### src/rtl/mod_fifo_chan_if.sv
// mod_fifo_chan_if: producer/consumer handshake bundle for mod_fifo_chan.
interface mod_fifo_chan_if #(
   parameter int WIDTH = 8,
   parameter int NCH   = 2
);
   logic             in_valid;
   logic             in_ready;
   logic [WIDTH-1:0] data_in [NCH];
   logic             out_valid;
   logic             out_ready;
   logic [WIDTH-1:0] data_out [NCH];
   modport master (output in_valid, data_in, out_ready, input in_ready, out_valid, data_out);
   modport slave  (input in_valid, data_in, out_ready, output in_ready, out_valid, data_out);
endinterface

### src/rtl/mod_fifo_chan.sv
// mod_fifo_chan: multi-lane valid/ready FIFO with synchronous flush.
// Define MOD_FIFO_LEVEL_EN to add registered level and almost_full outputs.
module mod_fifo_chan #(
   parameter int               WIDTH     = 8,
   parameter int               NCH       = 2,
   parameter int               DEPTH     = 4,
   parameter logic [WIDTH-1:0] RESET_VAL = '0
`ifdef MOD_FIFO_LEVEL_EN
   ,
   parameter int               AFULL_THR = DEPTH - 1
`endif
) (
   input  logic                       clk,
   input  logic                       rst,
   input  logic                       clear,
   mod_fifo_chan_if.slave             bus
`ifdef MOD_FIFO_LEVEL_EN
   ,
   output logic [$clog2(DEPTH+1)-1:0] level,
   output logic                       almost_full
`endif
);
   localparam int              PW   = $clog2(DEPTH);
   localparam int              CW   = $clog2(DEPTH + 1);
   localparam logic [PW-1:0]   LAST = PW'(DEPTH - 1);
   localparam logic [CW-1:0]   FULL = CW'(DEPTH);
   logic [WIDTH-1:0] mem [DEPTH][NCH];
   logic [PW-1:0]    wr_ptr, rd_ptr;
   logic [CW-1:0]    count, count_nxt;
   logic             push, pop;
   // Full/empty come from count so a non-power-of-two DEPTH needs no extra pointer bit.
   assign bus.in_ready  = count != FULL;
   assign bus.out_valid = count != '0;
   always_comb begin
      push      = bus.in_valid & bus.in_ready & ~clear;
      pop       = bus.out_valid & bus.out_ready & ~clear;
      count_nxt = clear ? '0 : (push & ~pop) ? count + CW'(1) : (pop & ~push) ? count - CW'(1) : count;
   end
   always_comb
      for (int i = 0; i < NCH; i++) bus.data_out[i] = mem[rd_ptr][i];
   always_ff @(posedge clk or posedge rst) begin
      if (rst) begin
         wr_ptr <= '0;
         rd_ptr <= '0;
         count  <= '0;
         for (int i = 0; i < DEPTH; i++)
            for (int j = 0; j < NCH; j++) mem[i][j] <= RESET_VAL;
      end else begin
         count <= count_nxt;
         if (clear) begin
            wr_ptr <= '0;
            rd_ptr <= '0;
         end else begin
            if (push) begin
               for (int j = 0; j < NCH; j++) mem[wr_ptr][j] <= bus.data_in[j];
               wr_ptr <= (wr_ptr == LAST) ? '0 : wr_ptr + PW'(1);
            end
            if (pop) rd_ptr <= (rd_ptr == LAST) ? '0 : rd_ptr + PW'(1);
         end
      end
   end
`ifdef MOD_FIFO_LEVEL_EN
   always_ff @(posedge clk or posedge rst) begin
      if (rst) begin
         level       <= '0;
         almost_full <= 1'b0;
      end else begin
         level       <= count_nxt;
         almost_full <= ~clear & (int'(count_nxt) >= AFULL_THR);
      end
   end
`endif
endmodule

### src/flat_wrapper.sv
// flat-port wrapper written by rule: the top's interface ports become plain ports
module mod_fifo_chan_flat 
#(
   parameter int               WIDTH     = 8,
   parameter int               NCH       = 2,
   parameter int               DEPTH     = 4,
   parameter logic [WIDTH-1:0] RESET_VAL = '0

)
  (clk, rst, clear, bus_in_valid, bus_data_in, bus_out_ready, bus_in_ready, bus_out_valid, bus_data_out);
  mod_fifo_chan_if #(.WIDTH(WIDTH), .NCH(NCH)) bus_i ();
  input  logic clk;
  input  logic rst;
  input  logic clear;
  input wire logic [$bits(bus_i.in_valid)-1:0] bus_in_valid;
  input wire logic [$bits(bus_i.data_in)-1:0] bus_data_in;
  input wire logic [$bits(bus_i.out_ready)-1:0] bus_out_ready;
  output wire logic [$bits(bus_i.in_ready)-1:0] bus_in_ready;
  output wire logic [$bits(bus_i.out_valid)-1:0] bus_out_valid;
  output wire logic [$bits(bus_i.data_out)-1:0] bus_data_out;
  assign bus_i.in_valid = bus_in_valid;
  assign bus_i.data_in = {>>{bus_data_in}};
  assign bus_i.out_ready = bus_out_ready;
  assign bus_in_ready = bus_i.in_ready;
  assign bus_out_valid = bus_i.out_valid;
  assign bus_data_out = {>>{bus_i.data_out}};
  mod_fifo_chan #(.WIDTH(WIDTH), .NCH(NCH), .DEPTH(DEPTH), .RESET_VAL(RESET_VAL)) u_core (.clk(clk), .rst(rst), .clear(clear), .bus(bus_i));
endmodule
### config.mk
export PLATFORM = sky130hd
export DESIGN_NAME = mod_fifo_chan_flat
export DESIGN_NICKNAME = d
export VERILOG_FILES = /design/src/rtl/mod_fifo_chan_if.sv /design/src/rtl/mod_fifo_chan.sv /design/src/flat_wrapper.sv
export SDC_FILE = /design/constraint.sdc
export NUM_CORES = 1
export LEC_CHECK = 0
export ABC_AREA = 1
export CAP_MARGIN = 0
export CORE_AREA = 2 2 82 84
export DETAILED_ROUTE_END_ITERATION = 7
export DIE_AREA = 0 0 84 86
export PLACE_DENSITY = 0.78
export RECOVER_POWER = 50
export SLEW_MARGIN = 30
export SYNTH_ARGS = -nofsm -noshare
export SYNTH_HDL_FRONTEND = slang
export SYNTH_SLANG_ARGS = --single-unit
### constraint.sdc
create_clock -name clk -period 3.49 [get_ports clk]
set_clock_uncertainty 0.2 [all_clocks]
set_input_delay 0.698 -clock clk [delete_from_list [all_inputs] [get_ports clk]]
set_output_delay 0.698 -clock clk [all_outputs]
set_load 0.05 [all_outputs]
# [Word-level counts from Yosys, hierarchy flattened]
# Cells that the tools add are included.
[totals] register_bits=71
[classes] eq_ne=3 n_reduce_logical=6 bitwise_logic=11 muxes=18 magnitude_cmp=3 n_addsub=4
[op_table] cell="$bwmux W64" count=2
[op_table] cell="$demux W16 S2" count=2
[op_table] cell="$mux W16" count=3
[op_table] cell="$bmux W16 S2" count=1
[op_table] cell="$mux W2" count=6
[op_table] cell="$mux W3" count=3
[op_table] cell="$mux W8" count=1
[op_table] cell="$and A1 B1 Y1" count=6
[op_table] cell="$ge A3 B3 Y1 const B" count=2
[op_table] cell="$not A2 Y3" count=2
[op_table] cell="$reduce_bool A3 Y1" count=2
[op_table] cell="$add A2 B1 Y2 const B" count=2
[op_table] cell="$eq A2 B2 Y1 const B" count=2
[op_table] cell="$reduce_bool A2 Y1" count=2
[op_table] cell="$add A3 B1 Y3 const B" count=1
[op_table] cell="$lt A3 B1 Y1 const B" count=1
[op_table] cell="$ne A3 B3 Y1 const B" count=1
[op_table] cell="$not A1 Y1" count=3
[op_table] cell="$sub A3 B1 Y3 const B" count=1
[op_table] cell="$reduce_and A2 Y1" count=1
[op_table] cell="$logic_and A1 B1 Y1" count=1

# [Logic depth before layout (Yosys ltp)]
# Gate-level depths: netlist of run 1.
[depth] word_depth=8 mapped_depth=12 ltp_nobuf=12

# [Worst setup path after synthesis of run 1]
# No wires, ideal clock.
[synth_path] path_kind="register to output" start="reg u_core.rd_ptr[0]" end="out bus_data_out[3]" arrival_time_ns=1.684 path_stages_with_launch=5 n_path_buf=1 slack_ns=0.908 required_time_ns=2.592 cell_sequence="dfrtp_1 -> inv_1 -> clkbuf_1 -> o21ai_0 -> o22ai_1"
[synth_via] elab_chain_cells=4
[synth_rtl] item="from (decl)" line="mod_fifo_chan.sv:28" text="logic [PW-1:0] wr_ptr, rd_ptr;"
[synth_rtl] item="from (signal assigned)" line="mod_fifo_chan.sv:58" text="if (pop) rd_ptr <= (rd_ptr == LAST) ? '0 : rd_ptr + PW'(1);"
[synth_rtl] item="$not A2 Y3 (implied by the code)" line="mod_fifo_chan.sv:40" text="for (int i = 0; i < NCH; i++) bus.data_out[i] = mem[rd_ptr][i];"
[synth_rtl] item="$bmux W16 S2" line="mod_fifo_chan.sv:40"
[synth_rtl] item="$mux W16 (2 in series)"
[synth_rtl] item="to (decl)" line="flat_wrapper.sv:20" text="output wire logic [$bits(bus_i.data_out)-1:0] bus_data_out;"
# Every way passes these cells. The select of a mux whose other input is x is not followed.

# [Worst setup path in the final report of run 1]
[layout_path] start="reg u_core.rd_ptr[1]" end="out bus_data_out[4]"
# Same word-level chain as after synthesis.

==> impl_metrics.env, run 1 <==
export IMPL_dieWidth_um=84
export IMPL_wirelength_mm=7.066
export IMPL_crit_path_max_incr_delay_ps=600
export IMPL_crit_arrival_ps=2080
export IMPL_synth_most_common_cell="nand2_1"
export IMPL_ant_nets=0
export IMPL_die_y_um=86
export IMPL_rsz0062_at_grt="no"
export IMPL_port_buffers=38
export IMPL_ys_warnings_count=0
export IMPL_hold_ws_ps=279.3
export IMPL_nNetsFinal=433
export IMPL_hold_start="u_core.mem[31]"
export IMPL_num_vias=2652
export IMPL_grt_usage_pct=21.33
export IMPL_synthToLayoutAreaGrowth_pct=15.21
export IMPL_vdd_ir_drop_max_uv=634.0
export IMPL_syn_area_um2=3440
export IMPL_min_period_ps=2974
export IMPL_switching_share_pct=42.96
export IMPL_syn_inst=373
export IMPL_comb_power_share_pct=45.1
export IMPL_initial_core_util_pct=54.79
export IMPL_synth_seq_cells=71
export IMPL_min_period_over_period_pct=85.21
export IMPL_syn_avg_cell_area_um2=9.221
export IMPL_core_um2=6277
export IMPL_synth_nets=400
export IMPL_worstSetupEndpointType="output port"
export IMPL_maxCapViolations=0
export IMPL_postCtsSetupBuffers=0
export IMPL_p_leak_nw=1.920
export IMPL_dp_slack_ps=711.1
export IMPL_crit_chain="inv_1 -> o21ai_0 -> o22ai_1 -> buf_4"
export IMPL_critPathKind="register to output port"
export IMPL_fin_ws_ps=516.3
export IMPL_vias_per_cell=5.434
export IMPL_power_per_cell_area_nw_per_um2=990.9
export IMPL_path_max_fanout=18
export IMPL_clkLatencyLatePin_ps=330
export IMPL_yosys_top_cells_count="nand2_1 (79), dfrtp_1 (71), o21ai_0 (36), o21ai_2 (36), nor2_1 (35)"
export IMPL_p_sw_w=0.001687
export IMPL_r2r_setup_slack_ps=1150
export IMPL_critPathTopFamily="buffers and inverters"
export IMPL_clk_pin_slew_ps=70
export IMPL_clock_sinks=71
export IMPL_rows=29
export IMPL_dr_pass1_iters=4
export IMPL_grt_pass1_wl_mm=12.21
export IMPL_synth_top_area_share_pct=51.66
export IMPL_antenna_found_initial=0
export IMPL_drtIter0Drc=205
export IMPL_cts_buffers_inserted=9
export IMPL_drc=0
export IMPL_cts_resized=0
export IMPL_overflow=0
export IMPL_cts_root_buf="clkbuf_8"
export IMPL_finalHoldViolations=0
export IMPL_status="completed"
export IMPL_setup_viol=0
export IMPL_grt_max_degree=44
export IMPL_tightest_slew_ps=1204
export IMPL_tns_ps=0
export IMPL_cts_max_path_buffers=2
export IMPL_synthDistinctLibCells=22
export IMPL_finalMaxSlewViolations=0
export IMPL_seqPwrFrac_pct=34.9
export IMPL_ctsHoldBuffers=0
export IMPL_place_congestion=0.8588
export IMPL_slowest_stage="dfrtp_1"
export IMPL_critPathLaunchType="register"
export IMPL_n_antenna_cell=0
export IMPL_cts_tree="built"
export IMPL_ios=39
export IMPL_grt_pass1_vias=2550
export IMPL_synth_seq_area_share_pct=51.66
export IMPL_maxClockFrequency_mhz=336.3
export IMPL_htreeDepth=3
export IMPL_fp_dieArea_um2=7224
export IMPL_synth_flop_cell="dfrtp_1"
export IMPL_pwr_share_clk_pct=20.0
export IMPL_ys_async_sr_fraction_pct=100.0
export IMPL_wl_per_cell_um=14.48
export IMPL_dp_hpwl_mm=4.430
export IMPL_r2r_start="u_core.count[1]"
export IMPL_crit_buf_inv=2
export IMPL_drive_gt1_share_pct=19.22
export IMPL_synth_edf_count=0
export IMPL_critPathLaunch="u_core.rd_ptr[1]"
export IMPL_hold_path_class="register to register"
export IMPL_yosysTopAreaCell="dfrtp_1"
export IMPL_max_slew_margin_rel_pct=19.63
export IMPL_intPower_w=0.002240
export IMPL_worstPathRequired_ps=2590
export IMPL_synth_area_top_cells="dfrtp_1 (52%), o21ai_2 (9.2%), nand2_1 (8.6%)"
## metal layers
| layer | part of all wire [%] | vias up | GRT usage (%) |
|---|---|---|---|
| li1 | - | 1299 | - |
| met1 | 45 | 1268 | 29.39 |
| met2 | 48 | 77 | 33.96 |
| met3 | 5.0 | 8 | 3.561 |
| met4 | 1.8 | 0 | 8.798 |
| met5 | 0 | - | 0 |
## metrics by stage
step / std cells / cell area (um^2) / util, % / total power (W)
final: 488 / 3963 / 63.13 / 0.003927
after global routing: 488 / 3963 / 63.13 / 0.004182
after CTS: 488 / 3991 / 63.58 / 0.003949
after detailed placement: 472 / 3754 / 59.80 / 0.003160
after global placement: 472 / 3754 / 59.80 / 0.003108
after floorplan: 373 / 3440 / - / 0.002702
## flip-flops by register name, summed over array words and instances, names as in the netlist
signal	flops
u_core.mem	64
u_core.count	3
u_core.rd_ptr	2
u_core.wr_ptr	2
## cell usage in the layout (no fill, tap or decap), drive strengths merged
master	instances
a21boi	1
fa	1
xnor2	1
o22ai	16
nand3	3
dlygate4sd3	2
clkinvlp	2
bufinv	3
dfrtp	71
nand2	86
clkbuf	11
buf	20
nor2	36
clkinv	1
inv	28
o21ai	102
ha	5
or2	1
a21oi	1
clkdlybuf4s50	20
## final cells by class
type,instances,area [um^2]
clock inverters,5,106.4
inverters,29,110.1
flip-flops and latches,71,1777
fillers,549,2315
repair buffers,42,382.9
well taps,77,96.34
clock buffers,11,131.4
multi-input cells,253,1359
## logic make-up (layout without fill, tap and decap cells)
logic type               after synthesis  in the layout  share of synthesized area (%)
adder cells (fa/ha/maj)                6              6                          2.401
flip-flops                            71             71                          51.66
AO/OA/AOI/OAI                        120            120                          22.04
AND/OR/NAND/NOR                      126            126                          15.46
XOR/XNOR                               1              1                         0.2547
buffers and inverters                 49             87                          8.185
## power groups by stage
| stage | sequential (W) | combinational, W | clock (W) |
|---|---|---|---|
| after global placement | 0.00136 | 0.00174 | 0 |
| after detailed placement | 0.00138 | 0.00178 | 0 |
| after floorplan | 0.00133 | 0.00138 | 0 |
| after CTS | 0.00137 | 0.00179 | 0.000793 |
| after global routing | 0.00141 | 0.00193 | 0.000837 |
| final | 0.00137 | 0.00177 | 0.000786 |
## tightest hold or removal path: stages, from the launching register on
cell and delay [ps]:
dfrtp_1 340, nand2_1 60, o21ai_2 50
## worst paths after layout
check,depth (start not counted),to
min in group asynchronous,2,u_core.mem[30]
worst min-delay path,2,u_core.mem[31]
worst max register to register,7,u_core.mem[30]
max in group asynchronous,3,u_core.mem[38]
worst max-delay path,4,bus_data_out[4]
worst min register to register,2,u_core.mem[31]
No activity file was read; power rests on OpenSTA's default activity.
==> inputs of run 2 (changes only) <==
--- a/config.mk
+++ b/config.mk
@@ -10,6 +10,7 @@
 export CORE_AREA = 2 2 82 84
 export DETAILED_ROUTE_END_ITERATION = 7
 export DIE_AREA = 0 0 84 86
+export GPL_TIMING_DRIVEN = 0
 export PLACE_DENSITY = 0.78
 export RECOVER_POWER = 50
 export SLEW_MARGIN = 30
==> impl_metrics.env, run 2 (same netlist as run 1, synthesis figures left out) <==
export IMPL_dp_cells=489
export IMPL_port_buffers=38
export IMPL_rows=29
export IMPL_hold_ws_ps=276.2
export IMPL_grt_use_met3_pct=4.524
export IMPL_drc=0
export IMPL_ctsHoldBuffers=0
export IMPL_r2r_setup_slack_ps=1320
export IMPL_tns_ps=0
export IMPL_ios=39
export IMPL_cts_buffers_inserted=9
export IMPL_vias_per_cell=5.625
export IMPL_grt_pass1_vias=2874
export IMPL_antenna_found_initial=0
export IMPL_dr_pass1_iters=4
export IMPL_setup_viol=0
export IMPL_overflow=0
export IMPL_nNetsFinal=450
export IMPL_vdd_ir_drop_max_uv=675.2
export IMPL_r2r_end="u_core.count[2]"
export IMPL_wl_per_cell_um=17.12
export IMPL_num_vias=2835
export IMPL_use_met2_pct=40.00
export IMPL_fp_dieArea_um2=7224
export IMPL_cts_resized=10
export IMPL_dp_hpwl_mm=5.372
export IMPL_power_per_cell_area_nw_per_um2=956.2
export IMPL_largest_register="u_core.mem"
export IMPL_initial_core_util_pct=54.79
export IMPL_min_period_over_period_pct=97.96
export IMPL_hold_path_class="register to register"
export IMPL_reg2regPathDepth=11
export IMPL_status="completed"
export IMPL_drive_gt1_share_pct=17.56
export IMPL_finalHoldViolations=0
export IMPL_rsz0062_at_grt="no"
export IMPL_whs_path_depth=2
export IMPL_path_max_fanout=10
export IMPL_grt_pass1_wl_mm=14.29
export IMPL_cts_max_path_buffers=2
export IMPL_wirelength_mm=8.629
export IMPL_hold_start="u_core.mem[47]"
export IMPL_largest_reg_flops=64
export IMPL_biggestRegsByFlops="u_core.mem x64, u_core.count x3"
export IMPL_postCtsSetupBuffers=0
export IMPL_dieWidth_um=84
export IMPL_cts_root_buf="clkbuf_8"
export IMPL_maxCapViolations=0
export IMPL_worstPathRequired_ps=2590
export IMPL_n_antenna_cell=0
export IMPL_grt_busiest_layer="met2"
export IMPL_r2r_start="u_core.count[1]"
export IMPL_total_power_w=0.003919
export IMPL_critPathLaunchType="register"
export IMPL_max_slew_margin_rel_pct=19.52
export IMPL_die_y_um=86
export IMPL_final_common_cell="nand2_1"
export IMPL_p_leak_nw=1.972
export IMPL_worstSetupEndpointType="output port"
export IMPL_htreeDepth=3
export IMPL_fin_cells=504
export IMPL_synthToLayoutAreaGrowth_pct=19.17
export IMPL_min_period_ps=3419
export IMPL_hold_path_end="u_core.mem[47]"
export IMPL_cts_tree="built"
export IMPL_clock_sinks=71
export IMPL_clkLatencyLatePin_ps=340
export IMPL_use_met1_pct=35.34
export IMPL_finalMaxSlewViolations=0
export IMPL_crit_arrival_ps=2520
export IMPL_maxClockFrequency_mhz=292.5
export IMPL_drtIter0Drc=234
export IMPL_grt_max_degree=51
export IMPL_grt_usage_pct=25.76
export IMPL_core_um2=6277
export IMPL_ant_nets=0
export IMPL_place_congestion=0.8290
export IMPL_final_cell_mix="nand2_1 (82), dfrtp_1 (71), o21ai_2 (36), o21ai_0 (36), nor2_1 (35)"
export IMPL_tightest_slew_ps=1207
export IMPL_critPathKind="register to output port"
export IMPL_clk_pin_slew_ps=70
## run 2: area by class of cell
cell class / count / area, um^2
clock inverters: 4 / 70.07
well taps: 77 / 96.34
repair buffers: 39 / 374.1
flip-flops and latches: 71 / 1777
inverters: 29 / 111.4
multi-input cells: 253 / 1359
plain buffers: 20 / 170.2
clock buffers: 11 / 141.4
fillers: 522 / 2178
## run 2: layer usage
metal / part of all wire (%) / wire length [um]
met5: 0 / 0
met4: 2.7 / 237
met3: 5.7 / 493
met2: 46 / 3940
met1: 46 / 3958
## run 2: how the worst max path moves through the flow
| stage | from | endpoint | slack [ps] | depth (start not counted) |
|---|---|---|---|---|
| final | u_core.rd_ptr[0] | bus_data_out[15] | 70 | 4 |
| after global routing | u_core.rd_ptr[0] | bus_data_out[15] | 10 | 4 |
| after global placement | rst | u_core.mem[24] | -420 | 2 |
| after CTS | u_core.rd_ptr[0] | bus_data_out[5] | 10 | 5 |
| after detailed placement | u_core.rd_ptr[1] | bus_data_out[14] | 270 | 5 |
| after floorplan | rst | u_core.count[0] | 800 | 1 |
## run 2: through the flow
stage                     setup slack, ps  area, um^2  utilization, %
after floorplan                     795.4        3440               -
after global placement             -422.7        3916           62.39
after detailed placement            270.4        3946           62.87
after CTS                           11.47        4148           66.08
after global routing                13.72        4099           65.30
final                               71.10        4099           65.30
## run 2: power by group
part | internal, W | leakage [nW] | switching, W
registers | 0.00117 | 0.917 | 0.000204
logic | 0.000607 | 0.946 | 0.00122
clock network | 0.000416 | 0.109 | 0.000302
## run 2: critical path: stages, from the launching register on
cell             delay [ps]
dfrtp_1                 480
clkbuf_1                540
nor2_1                   90
o22ai_1                 210
clkdlybuf4s50_1         850
